$ cat config.mk
export PLATFORM = sky130hd
export DESIGN_NAME = lut_logic_unit
export DESIGN_NICKNAME = d
export VERILOG_FILES = /design/src/rtl/lut_logic_unit_pkg.sv /design/src/rtl/lut_out_reg.sv /design/src/rtl/lut_logic_unit.sv
export SDC_FILE = /design/constraint.sdc
export NUM_CORES = 1
export LEC_CHECK = 0
export ABC_AREA = 1
export CAP_MARGIN = 15
export CORE_ASPECT_RATIO = 0.5
export CORE_MARGIN = 1.5
export CORE_UTILIZATION = 40
export CTS_CLUSTER_DIAMETER = 100
export DETAILED_ROUTE_END_ITERATION = 8
export PLACE_DENSITY = 0.6
export SYNTH_ARGS = -nofsm -noshare
export SYNTH_HDL_FRONTEND = slang
export SYNTH_SLANG_ARGS = --single-unit
$ cat constraint.sdc
create_clock -name clk -period 4.34 [get_ports clk]
set_input_delay 0.868 -clock clk [delete_from_list [all_inputs] [get_ports clk]]
set_output_delay 0.868 -clock clk [all_outputs]
set_load 0.05 [all_outputs]
$ cat src/rtl/lut_logic_unit_pkg.sv
// Shared definitions for the programmable LUT logic unit: state encoding,
// default geometry and a constant-friendly ceil(log2) for sizing counters.
package lut_logic_unit_pkg;

    localparam int DEF_IN_W  = 4;
    localparam int DEF_OUT_W = 5;

    typedef enum logic [1:0] {
        ST_UNCFG = 2'd0,
        ST_LOAD  = 2'd1,
        ST_READY = 2'd2
    } state_t;

    function automatic int clog2(input int value);
        int result;
        result = 0;
        for (int v = value - 1; v > 0; v = v >> 1) begin
            result++;
        end
        return result;
    endfunction

endpackage

$ cat src/rtl/lut_out_reg.sv
// Single-entry valid/ready output register; in_valid must already be qualified
// by the upstream enable, the register only adds its own space check.
module lut_out_reg #(
    parameter int W = 5
) (
    input  logic         clk,
    input  logic         rst_n,
    input  logic         in_valid,
    input  logic [W-1:0] in_data,
    output logic         in_ready,
    output logic         out_valid,
    output logic [W-1:0] out_data,
    input  logic         out_ready
);

    // Space exists when empty or when the current entry leaves this cycle.
    assign in_ready = !out_valid || out_ready;

    // NOTE: sequential state uses non-blocking assignments so every flop
    // samples pre-edge values regardless of statement order.
    always_ff @(posedge clk or negedge rst_n) begin
        if (!rst_n) begin
            out_valid <= 1'b0;
            out_data  <= '0;
        end else if (in_valid && in_ready) begin
            out_valid <= 1'b1;
            out_data  <= in_data;
        end else if (out_ready) begin
            out_valid <= 1'b0;
        end
    end

endmodule

$ cat src/rtl/lut_logic_unit.sv
// Programmable truth table: serially loaded flop table, one lookup (or bypass)
// per cycle into a valid/ready output register.
module lut_logic_unit
    import lut_logic_unit_pkg::*;
#(
    parameter int IN_W  = DEF_IN_W,
    parameter int OUT_W = DEF_OUT_W
) (
    input  logic             clk,
    input  logic             rst_n,
    input  logic             cfg_start,
    input  logic             cfg_valid,
    input  logic             cfg_bit,
    output logic             cfg_busy,
    output logic             cfg_done,
    output logic             configured,
    input  logic             mode_pass,
    input  logic             in_valid,
    input  logic [IN_W-1:0]  in_data,
    output logic             in_ready,
    output logic             out_valid,
    output logic [OUT_W-1:0] out_data,
    input  logic             out_ready
);

    localparam int DEPTH    = 1 << IN_W;
    localparam int TBL_BITS = DEPTH * OUT_W;
    localparam int CNT_W    = clog2(TBL_BITS);
    localparam logic [CNT_W-1:0] LAST_BIT = CNT_W'(TBL_BITS - 1);

    state_t              state_q, state_d;
    logic [CNT_W-1:0]    cnt_q;
    logic [TBL_BITS-1:0] table_q;
    logic                lookup_en;
    logic                reg_ready;
    logic                accept;
    logic                last_write;
    logic [OUT_W-1:0]    lut_word;
    logic [OUT_W-1:0]    result;
    logic [IN_W+OUT_W-1:0] pass_ext;

    assign last_write = (state_q == ST_LOAD) && cfg_valid && (cnt_q == LAST_BIT);

    // NOTE: every combinational output gets a default first so no path
    // through the case leaves a signal unassigned (no latches).
    always_comb begin
        state_d   = state_q;
        lookup_en = 1'b0;
        case (state_q)
            ST_UNCFG: begin
                lookup_en = mode_pass;
                if (cfg_start && !out_valid) state_d = ST_LOAD;
            end
            ST_LOAD: begin
                if (last_write) state_d = ST_READY;
            end
            ST_READY: begin
                lookup_en = 1'b1;
                if (cfg_start && !out_valid) state_d = ST_LOAD;
            end
            default: state_d = ST_UNCFG;
        endcase
    end

    always_ff @(posedge clk or negedge rst_n) begin
        if (!rst_n) state_q <= ST_UNCFG;
        else        state_q <= state_d;
    end

    // NOTE: the table is plain flops with an async clear so a reset mid-load
    // never leaves a partial table behind; it must not map to RAM.
    always_ff @(posedge clk or negedge rst_n) begin
        if (!rst_n) begin
            table_q    <= '0;
            cnt_q      <= '0;
            configured <= 1'b0;
            cfg_done   <= 1'b0;
        end else begin
            cfg_done <= last_write;
            if (state_q == ST_LOAD && cfg_valid) begin
                table_q[cnt_q] <= cfg_bit;
                cnt_q          <= last_write ? '0 : cnt_q + CNT_W'(1);
            end
            if (state_q != ST_LOAD && state_d == ST_LOAD) configured <= 1'b0;
            else if (last_write)                          configured <= 1'b1;
        end
    end

    assign cfg_busy = (state_q == ST_LOAD);

    always_comb begin
        lut_word = '0;
        for (int e = 0; e < DEPTH; e++) begin
            if (in_data == IN_W'(e)) lut_word = table_q[e*OUT_W +: OUT_W];
        end
    end

    // Bypass zero-extends or truncates the input vector to the output width.
    assign pass_ext = {{OUT_W{1'b0}}, in_data};
    assign result   = mode_pass ? pass_ext[OUT_W-1:0] : lut_word;

    assign in_ready = lookup_en && reg_ready;
    assign accept   = in_valid && in_ready;

    lut_out_reg #(.W(OUT_W)) u_out_reg (
        .clk       (clk),
        .rst_n     (rst_n),
        .in_valid  (accept),
        .in_data   (result),
        .in_ready  (reg_ready),
        .out_valid (out_valid),
        .out_data  (out_data),
        .out_ready (out_ready)
    );

endmodule
=== Yosys cells after proc, flatten, opt, wreduce, memory -nomap -nowiden ===
Cells that the tools add are included.

* Register bits: 97
* Logic and storage cells: 74

* Equal/unequal tests: 20
* Multiplexer cells: 29
* $add $sub $neg: 1
* Reductions and logical operators: 15
* Magnitude comparators: 2

{| class="wikitable"
|+ Operator list
! cell !! count
|-
| $mux 5 || 17
|-
| $bwmux 80 || 1
|-
| $eq 4x4->1 const B || 8
|-
| $eq 4x3->1 const B || 4
|-
| $eq 4x2->1 const B || 2
|-
| $logic_and 1x1->1 || 8
|-
| $lt 7x8->1 const B || 1
|-
| $add 7x1->7 const B || 1
|-
| $demux 1 s7 || 1
|-
| $eq 7x7->1 const B || 1
|-
| $ge 7x1->1 const B || 1
|-
| $mux 7 || 1
|-
| $mux 1 || 5
|-
| $eq 2x1->1 const B || 2
|-
| $eq 4x1->1 const B || 1
|-
| $logic_not 4->1 || 1
|-
| $mux 2 || 2
|-
| $pmux 2 s2 || 1
|-
| $reduce_bool 2->1 || 2
|-
| $eq 2x2->1 const B || 1
|-
| $logic_not 2->1 || 1
|-
| $ne 2x1->1 const B || 1
|-
| $pmux 1 s2 || 1
|-
| $reduce_or 2->1 || 1
|-
| other kinds (2) || 2
|}

=== Logic depth before layout (Yosys ltp) ===
* Depth after elaboration: 18
* Depth in mapped cells: 15
* Depth with buffers taken out: 15

=== Hierarchy ===
A second synthesis with hierarchy kept.

* Cells, all modules: 639
* Area total of the unflattened synthesis: 4899.7 um^2

{| class="wikitable"
|+ By module, submodules not included
! module !! times used !! seq. area each (um^2) !! area each (um^2) !! cells each
|-
| lut_logic_unit || 1 || 2277.2 || 4657.0 || 614
|-
| lut_out_reg || 1 || 150.1 || 242.7 || 25
|}

=== Worst setup path before layout ===
No wires, ideal clock.

* Path type: input -> output
* Start: input mode_pass
* End: output in_ready
* Buffers on the path: 1
* Stages: 2
* Arrival time: 1.513 ns
* Required time: 3.472 ns
* Slack: 1.959 ns
* Path through: clkbuf_1 o221a_2

* Cells in the longest elaborated chain, start to end: 2

{| class="wikitable"
|+ Ends and longest elaborated chain
! what !! RTL line !! RTL
|-
| start, declared || lut_logic_unit.sv:17 || <nowiki>input logic mode_pass,</nowiki>
|-
| $pmux 1 s2 || lut_logic_unit.sv:49 || <nowiki>case (state_q)</nowiki>
|-
| $logic_and 1x1->1 || lut_logic_unit.sv:102 || <nowiki>assign in_ready = lookup_en && reg_ready;</nowiki>
|-
| end, declared || lut_logic_unit.sv:20 || <nowiki>output logic in_ready,</nowiki>
|}

No other way between the ends.

=== Worst setup path in the final report ===
Same ends and word-level chain as after synthesis.

==> metrics.csv <==
stage,metric,value,unit
floorplan,core_area,11840,µm²
finish,drive_gt1_share,9.187,%
finish,fin_area,5650,µm²
placement,gp_congestion,0.8415,
yosys,synth_seq_cells,97,
global_route,busiest_layer,met2,
yosys,syn_area,4880,µm²
drt,drt_iter0_markers,404,
run,drv_cap,0,
pwr,ir_worst_vdd,0.2182,mV
yosys,synth_compound_area_share,14.18,%
yosys,syn_nets,648,
timing,finClkSkew,9.160,ps
global_route,grt_pass1_wl,22040,µm
timing,setup_viol,0,
timing,relSlewSlack,41.97,%
pwr,totalPowerFinal,3.224,mW
clock_network,clk_path_buf_depth,2,
floorplan,die_area,12910,µm²
floorplan,fp.dieW,159.2,µm
finish,nNetsFinal,672,
yosys,synthAdderAreaFrac,0.2564,%
drt,first_pass_iters,6,
drt,drtAntennaViolNets,0,
yosys,yosysUniqueCellTypes,32,
drt,routedWlPerCell,16.24,µm
clock_network,ctsHoldBuffers,0,
timing,period_share,78.73,%
timing,max_freq,0.2926,GHz
global_route,antenna_found_initial,0,
floorplan,dieHeight,81.10,µm
setup_path,critPathLaunchType,input port,
clock_network,tritoncts,built,
pwr,p_per_area,570.6,nW/µm²
floorplan,ioPinCount,22,
clock_network,clk_latency,340,ps
global_route,grt_use_met2,33.54,%
finish,multi_input_area,2128,µm²
timing,finalHoldViolCount,0,
drt,via_per_inst,5.139,
worst_hold_path,min_path_type,input port to async pin,
setup_path,endpoint_kind,output port,
clock_network,cts-root-buf,clkbuf_16,
setup_path,path_max_fanout,9,
placement,place_area,5290,µm²
setup_path,crit_required,3470,ps
setup_path,rr_startpoint,state_q[0],
setup_path,crit_arrival,2550,ps
clock_network,ctsResizeCount,0,
timing,timing.setup.tns,0,ps
timing,rsz0062_at_grt,false,
finish,regArea,2427,µm²
timing,tightest_slew,867.2,ps
drt,drc_errors,0,
yosys,syn_inst,635,
finish,area.growth.synth_to_final,15.79,%
global_route,met3_usage,4.392,%
timing,layout_min_cycle_time,3417,ps
global_route,track_usage,22.48,%
global_route,grt-ovfl-total,0,
clock_network,postCtsSetupRepairBufs,0,
finish,fillers,1211,
setup_path,r2r_end,table_q[15],
floorplan,num_rows,28,
setup_path,reg2reg_slack,2210,ps
setup_path,ff2ff_path_depth,8,
drt,vias,4260,
global_route,grt_max_degree,35,
setup_path,worstSetupPathType,input port to output port,
yosys,seq_area_frac_synth,49.74,%
global_route,grt_util_met1,33.24,%
placement,io_buffers,21,
placement,dpl.hpwl,9586,µm
clock_network,path_clk_slew,60,ps
yosys,synthMuxAreaShare,1.385,%
yosys,yosysWarningCount,0,
yosys,synth-xor-area-share,0.1795,%
yosys,synth_top_family_by_area,simple AND/OR/NAND/NOR gates,
finish,diodes,0,
outcome,status,"complete, no violations",
floorplan,initial_core_util,41.21,%
yosys,synth-simple-area-share,27.51,%
clock_network,clock-sinks,97,
finish,fin_util,47.72,%
pwr,p_leak,2.547,nW
clock_network,cts_buffers,9,
global_route,first_global_vias,4088,
yosys,avgSynthCellArea,7.685,µm²
timing,slew_violations,0,
drt,postRouteWirelength,13470,µm
clock_network,htreeDepth,3,
==> sequential cells by signal, summed over array words and instances, names as in the netlist <==
name                 count
table_q                 80
cnt_q                    7
u_out_reg.out_data       5
state_q                  2
cfg_done                 1
configured               1
u_out_reg.out_valid      1
==> logic make-up (layout without fill, tap and decap cells) <==
group	after synthesis	count (layout)
XOR/XNOR	1	1
flip-flops	97	97
AND/OR/NAND/NOR	321	321
AO/OA/AOI/OAI	123	123
multiplexers	6	6
buffers and inverters	86	115
adder cells (fa/ha/maj)	1	1
==> metal layers <==
metal	vias to the layer above	part of all wire, %
met5	-	0
met4	0	1.6
met3	15	6.5
met2	110	41
met1	2035	50
li1	2100	-
==> power by group <==
group | total, mW | switching (mW) | internal, mW
registers | 1.32 | 0.164 | 1.16
logic | 0.938 | 0.647 | 0.291
clock network | 0.965 | 0.342 | 0.622
total | 3.22 | 1.15 | 2.07
==> worst max-delay path, stage by stage <==
cell and delay, ps:
clkdlybuf4s50_1 640, o221a_2 250, clkdlybuf4s50_1 790
==> synth_stat cells <==
| library cell | instances | area [µm²] |
|---|---|---|
| nor2_1 | 114 | 427.9 |
| and3_1 | 1 | 6.260 |
| mux2_2 | 1 | 11.26 |
| nor2_2 | 8 | 50.05 |
| buf_1 | 1 | 3.750 |
| mux2_1 | 5 | 56.30 |
| dfrtp_1 | 97 | 2427 |
| clkinv_1 | 1 | 3.750 |
| nand3_1 | 18 | 90.09 |
| a31oi_1 | 24 | 150.1 |
| clkinv_2 | 1 | 5.000 |
| nand2_1 | 150 | 563.0 |
| o21ai_0 | 21 | 105.1 |
| buf_2 | 4 | 20.02 |
| xor2_1 | 1 | 8.760 |
| nor2_4 | 2 | 22.52 |
| nand2_2 | 6 | 37.54 |
| a21oi_1 | 62 | 310.3 |
| nand4_1 | 11 | 68.82 |
| nor3_2 | 3 | 30.03 |
| o221a_2 | 1 | 11.26 |
| nor3_1 | 4 | 20.02 |
| or2_2 | 2 | 12.51 |
| ha_1 | 1 | 12.51 |
| inv_1 | 56 | 210.2 |
| or2_1 | 1 | 6.260 |
| inv_2 | 13 | 48.80 |
| clkbuf_1 | 10 | 37.54 |
| o21a_1 | 13 | 97.59 |
| o21ai_2 | 1 | 8.760 |
| o2111ai_1 | 1 | 8.760 |
| nand3b_1 | 1 | 7.510 |
==> stage by stage <==
step | setup WS (ps) | hold WS (ps) | std cells
after floorplan | 1959 | 453.0 | 635
after global placement | 944.0 | 461.5 | 813
after detailed placement | 922.7 | 471.0 | 813
after CTS | 921.0 | 462.0 | 829
after global routing | 864.5 | 474.2 | 829
final | 922.9 | 453.3 | 829
==> layout make-up <==
| class | instances | share of cell area [%] |
|---|---|---|
| Sequential cell | 97 | 42.96 |
| Multi-Input combinational cell | 452 | 37.67 |
| Inverter | 71 | 4.739 |
| Timing Repair Buffer | 28 | 4.606 |
| Clock buffer | 11 | 4.119 |
| Tap cell | 165 | 3.654 |
| Clock inverter | 5 | 2.259 |
==> how the worst max path moves through the flow <==
stage | start | end | slack (ps) | depth (start not counted)
finish | mode_pass | in_ready | 920 | 3
global route | mode_pass | in_ready | 860 | 3
CTS | mode_pass | in_ready | 920 | 3
detailed placement | mode_pass | in_ready | 920 | 3
global placement | mode_pass | in_ready | 940 | 3
floorplan | mode_pass | in_ready | 1960 | 2
==> layout by cell type, fill, tap and decap left out <==
master,instances
inv_1,56
clkinvlp_4,1
a31oi_1,24
nand4_1,11
inv_2,13
nand2_2,6
clkbuf_16,9
nor3_1,3
bufinv_16,4
clkinv_1,1
nand2_1,150
clkinv_2,1
a21oi_1,62
o21ai_2,1
nor2_2,8
nor3_2,4
nor2_4,2
xor2_1,1
buf_4,8
or2_1,1
mux2_2,1
o221a_2,1
mux2_1,5
and3_1,1
nand3_1,18
o21ai_0,21
ha_1,1
nand3b_1,1
clkbuf_1,2
dfrtp_1,97
clkdlybuf4s50_1,20
o21a_1,13
nor2_1,114
o2111ai_1,1
or2_2,2
Power figures use the tool's default switching activity.
